===== src/rtl/rect_line_sched.sv =====
// rect_line_sched: double-buffered rectangle descriptors, raster tracking and
// per-line active-rectangle mask scheduling during horizontal blanking.
module rect_line_sched #(
  parameter int RECT_N = 8,
  parameter int IMG_X  = 640,
  parameter int IMG_Y  = 480,
  parameter int P_W    = 11
) (
  input  logic                sys_clk,
  input  logic                sys_rst_n,
  input  logic [RECT_N*32-1:0] item,
  input  logic                i_item_update,
  input  logic                i_post_camvs,
  input  logic                i_valid,
  output logic [RECT_N-1:0]   o_line_mask,
  output logic                o_mask_valid,
  output logic [P_W-1:0]      o_line_y,
  output logic                o_overrun
);
  localparam int K_W = RECT_N > 1 ? $clog2(RECT_N) : 1;
  typedef enum logic [1:0] {IDLE, SCAN, PUB} state_t;
  state_t state, state_n;
  logic [RECT_N*32-1:0] pend, act;
  logic                 vs_d;
  logic [P_W-1:0]       cnt_x, cnt_y, tgt_y;
  logic [K_W-1:0]       k;
  logic [RECT_N-1:0]    shadow;
  logic                 vs_rise, eol, last_line, start, k_last, hit, unused_act;
  logic [7:0]           y_min, y_max;
  assign vs_rise   = i_post_camvs & ~vs_d;
  assign eol       = i_post_camvs & i_valid & (cnt_x == P_W'(IMG_X - 1));
  assign last_line = cnt_y == P_W'(IMG_Y - 1);
  assign start     = (state == IDLE) & (vs_rise | (eol & ~last_line));
  assign k_last    = k == K_W'(RECT_N - 1);
  assign y_min     = act[32*k+16 +: 8];
  assign y_max     = act[32*k +: 8];
  // x fields travel with the descriptor but only the overlay datapath uses them
  assign unused_act = ^act;
  assign hit = (tgt_y >= P_W'({y_min, 2'b00})) & (tgt_y <= P_W'({y_max, 2'b11}));
  always_comb begin
    state_n = !i_post_camvs ? IDLE :
              start ? SCAN :
              (state == SCAN && k_last) ? PUB :
              state == PUB ? IDLE : state;
  end
  always_ff @(posedge sys_clk or negedge sys_rst_n)
    if (!sys_rst_n) state <= IDLE;
    else state <= state_n;
  always_ff @(posedge sys_clk or negedge sys_rst_n) begin
    if (!sys_rst_n) begin
      pend         <= '0;
      act          <= '0;
      vs_d         <= 1'b0;
      cnt_x        <= '0;
      cnt_y        <= '0;
      tgt_y        <= '0;
      k            <= '0;
      shadow       <= '0;
      o_line_mask  <= '0;
      o_mask_valid <= 1'b0;
      o_line_y     <= '0;
      o_overrun    <= 1'b0;
    end else begin
      vs_d <= i_post_camvs;
      if (i_item_update) pend <= item;
      if (vs_rise) act <= i_item_update ? item : pend;
      if (!i_post_camvs) begin
        cnt_x <= '0;
        cnt_y <= '0;
      end else if (i_valid) begin
        cnt_x <= eol ? '0 : cnt_x + 1'b1;
        if (eol) cnt_y <= last_line ? '0 : cnt_y + 1'b1;
      end
      if (start) begin
        tgt_y <= vs_rise ? '0 : cnt_y + 1'b1;
        k     <= '0;
      end else if (state == SCAN) begin
        shadow[k] <= hit;
        k         <= k + 1'b1;
      end
      o_mask_valid <= i_post_camvs & (state == PUB);
      // an aborted frame or the end of the last line leaves no rectangle armed
      if (!i_post_camvs || (eol && last_line)) o_line_mask <= '0;
      else if (state == PUB) begin
        o_line_mask <= shadow;
        o_line_y    <= tgt_y;
      end
      if (vs_rise) o_overrun <= 1'b0;
      else if (i_post_camvs && i_valid && state != IDLE) o_overrun <= 1'b1;
    end
  end
endmodule


===== config.mk =====
export PLATFORM = sky130hd
export DESIGN_NAME = rect_line_sched
export DESIGN_NICKNAME = d
export VERILOG_FILES = /design/src/rtl/rect_line_sched.sv
export SDC_FILE = /design/constraint.sdc
export NUM_CORES = 1
export LEC_CHECK = 0
export ABC_AREA = 1
export CAP_MARGIN = 20
export CORE_ASPECT_RATIO = 0.8
export CORE_MARGIN = 2
export CORE_UTILIZATION = 40
export DETAILED_ROUTE_END_ITERATION = 8
export SYNTH_ARGS = -nofsm -noshare
export SYNTH_HDL_FRONTEND = slang
export SYNTH_SLANG_ARGS = --single-unit

===== constraint.sdc =====
create_clock -name sys_clk -period 2.8 [get_ports sys_clk]
set_clock_uncertainty 0.1 [all_clocks]
set_input_delay 0.42 -clock sys_clk [delete_from_list [all_inputs] [get_ports sys_clk]]
set_output_delay 0.42 -clock sys_clk [all_outputs]
set_load 0.005 [all_outputs]

==> impl_metrics.json <==
{
  "status": "completed",
  "clk_latency_ns": 0.53,
  "start_util_pct": 40.5,
  "fillers": 3193,
  "grt_use_met3_pct": 4.20,
  "synth_area_um2": 14100,
  "synthTopCellsByCount": "nand2_1 (409), dfrtp_1 (324), o21ai_0 (136), mux2_2 (128), inv_1 (90)",
  "power.density_nw_per_um2": 689,
  "p_comb_share_pct": 19.3,
  "tightest_slew_ns": 0.709,
  "grt_pass1_wl_um": 57300,
  "worst-r2r-cell-count": 12,
  "dieArea_um2": 36700,
  "cap_violations": 0,
  "cp-end-kind": "flip-flop",
  "die_w_um": 214,
  "critPathSlowestCell": "o21ai_0",
  "met1_usage_pct": 31.0,
  "nets": 1867,
  "track_usage_pct": 20.4,
  "final.period_utilization_pct": 95.2,
  "finalHoldViolCount": 0,
  "rows": 61,
  "yosys_warnings": 0,
  "slew_headroom_pct": 52.2,
  "rrSetupSlack_ns": 0.14,
  "top_usage_layer": "met1",
  "ys_types": 37,
  "p_sw_uw": 3400,
  "finalMaxSlewViolations": 0,
  "utilization_pct": 50.2,
  "hold_class": "primary input to async pin",
  "clk_path_buf_depth": 3,
  "syn_inst": 1425,
  "drt-vias-per-instance": 4.95,
  "multi_input_area_um2": 5310,
  "syn_area_per_cell_um2": 9.88,
  "insertedDiodeCount": 0,
  "p_seq_share_pct": 45.0,
  "drt_iter0_drc": 642,
  "grtUsageMet2_pct": 29.8,
  "dr.pass1.iters": 7,
  "r2r_start": "k[0]",
  "gr-total-overflow": 0,
  "cp.buffers_inverters": 4,
  "setup_viol": 0,
  "cts_buffers": 34,
  "p_sw_share_pct": 28.3,
  "yosys_most_used_dff": "dfrtp_1",
  "grt_max_degree": 97,
  "final-seq-area_um2": 8110,
  "fin_cells": 2080,
  "clk_pin_slew_worst_paths_ns": 0.06,
  "core_region_area_um2": 34700,
  "ir_worst_vdd_uv": 371,
  "place_hpwl_um": 25700,
  "drc_errors": 0,
  "clockPowerShare_pct": 35.7,
  "chipHeight_um": 172,
  "antenna_found_initial": 0,
  "io_pins": 282,
  "cp.arrival_ns": 2.97,
  "fin_tns_setup_ns": 0,
  "yosys.cell_count.top_type": "nand2_1",
  "synth-seq-area-share_pct": 57.6,
  "path_cells": "inv_4, buf_4, o21ai_0, o2111a_1, ha_1, nand2_1, inv_1, a21oi_1, nand4_1, buf_4, nand3_1, nand2_1",
  "synth_top_area_share_pct": 57.6,
  "syn_to_final_growth_pct": 23.8,
  "yosys.area.top_type": "dfrtp_1",
  "synth-async-reset-ratio_pct": 100,
  "synth_edf_count": 0,
  "grt_pass1_vias": 10346,
  "dp.cells": 2020,
  "clock-root-buffer": "clkbuf_16",
  "portBuffers": 153,
  "min_period_ns": 2.66,
  "cts_tree": "done",
  "cp.required_ns": 3.10,
  "synth.ff_latch_count": 324,
  "clock.fmax_ghz": 0.375,
  "critPathTopFamily": "compound AO/OA/AOI/OAI gates",
  "whs_ns": 0.296,
  "drt_wl_total_um": 36300,
  "cp_max_fo": 9,
  "wire_per_inst_um": 17.4,
  "startpoint_type": "flip-flop",
  "path_class": "flip-flop to flip-flop",
  "synth_area_leaders": "dfrtp_1 (58%), nand2_1 (11%), mux2_2 (10%)",
  "reg2reg_to": "shadow[0]",
  "vias": 10291,
  "internal_power_uw": 8610,
  "syn_nets": 1706,
  "antenna_left": 0,
  "p_leak_uw": 0.00805,
  "htreeDepth": 2,
  "slowest_delay_ns": 0.40,
  "final_layout_size_suffix_gt1_share_pct": 15.7,
  "routabilityCongestion": 0.844,
  "cts_num_sinks": 324
}
==> per-layer routing <==
layer	vias to the layer above	routed length, um
met4	0	522
met5	-	0
li1	4992	-
met2	238	15500
met3	37	2090
met1	5024	18100
==> final cells by class <==
cell class,instances,area share (%)
Sequential cell,324,46.5
Clock buffer,48,5.58
Multi-Input combinational cell,937,30.5
Tap cell,472,3.39
Timing Repair Buffer,193,11.6
Inverter,96,2.08
Clock inverter,10,0.423
==> stage by stage <==
step	setup WS, ns	total power (uW)	instance area, um^2
after floorplan	0.289	6740	14100
after global placement	0.109	7710	16300
after detailed placement	0.0736	7760	16300
after CTS	0.0576	12100	17400
after global routing	-0.00632	12600	17400
final	0.135	12000	17400
==> kinds of logic after synthesis <==
family,Yosys count,share of synthesized area [%]
simple gates,563,16.6
flops,324,57.6
compound gates,218,8.51
buf+inv,164,4.83
mux,128,10.2
fa+ha+maj,20,1.78
xor+xnor,8,0.498
==> power groups by stage <==
stage,Combinational (uW),Sequential [uW],Clock (uW)
5_1_grt,2590,5460,4570
3_5_place_dp,2270,5490,0
6_report,2320,5410,4290
2_1_floorplan,1330,5410,0
4_1_cts,2280,5400,4400
3_3_place_gp,2240,5470,0
==> sequential cells by signal (all words and copies together) (netlist names) <==
signal        count
o_mask_valid      1
act             128
o_overrun         1
k                 3
o_line_y         11
pend            128
cnt_x            11
tgt_y            11
o_line_mask       8
vs_d              1
shadow            8
cnt_y            11
state             2
==> repair_timing <==
action,CTS,global route
setup buffers,0,0
resized for setup,0,17
hold buffers,1,0
endpoints found under the hold margin,42,0
setup endpoints to repair,0,8
==> worst reg2reg max path: cells and delay by family (launching register included) <==
| kind | cells | cell delay [ns] |
|---|---|---|
| compound gates | 3 | 0.83 |
| fa+ha+maj | 1 | 0.24 |
| buf+inv | 4 | 0.55 |
| flops | 1 | 0.39 |
| simple gates | 4 | 0.44 |
==> worst max path at each step <==
stage,depth (start not counted),end,startpoint,slack (ns)
6_report,12,shadow[0],k[0],0.14
5_1_grt,14,shadow[6],k[0],-0.006
4_1_cts,14,shadow[0],k[2],0.06
3_5_place_dp,14,shadow[6],k[2],0.07
3_3_place_gp,14,shadow[0],k[2],0.11
2_1_floorplan,13,shadow[6],k[1],0.29
==> cells in the final DEF, fill, tap and decap left out, types with 2 or more instances in the layout <==
| cell | n |
|---|---|
| nor2_4 | 3 |
| nand3_1 | 54 |
| nor3_1 | 8 |
| nor2_2 | 5 |
| inv_6 | 2 |
| o22ai_1 | 7 |
| nor2_1 | 64 |
| nand2_1 | 408 |
| clkbuf_16 | 35 |
| clkinvlp_4 | 2 |
| o21ai_0 | 127 |
| nand2_2 | 4 |
| ha_1 | 20 |
| o21ai_1 | 12 |
| a21oi_1 | 51 |
| o2111a_1 | 13 |
| clkbuf_8 | 7 |
| o221ai_1 | 2 |
| buf_12 | 13 |
| a21oi_2 | 4 |
| xor2_1 | 7 |
| inv_2 | 3 |
| nand2_4 | 6 |
| buf_4 | 26 |
| dfrtp_1 | 323 |
| clkdlybuf4s50_1 | 151 |
| clkinv_1 | 2 |
| clkinv_2 | 5 |
| inv_1 | 90 |
| nand4_1 | 5 |
| clkbuf_1 | 7 |
| mux2_2 | 128 |
(Power assumes the default switching activity.)
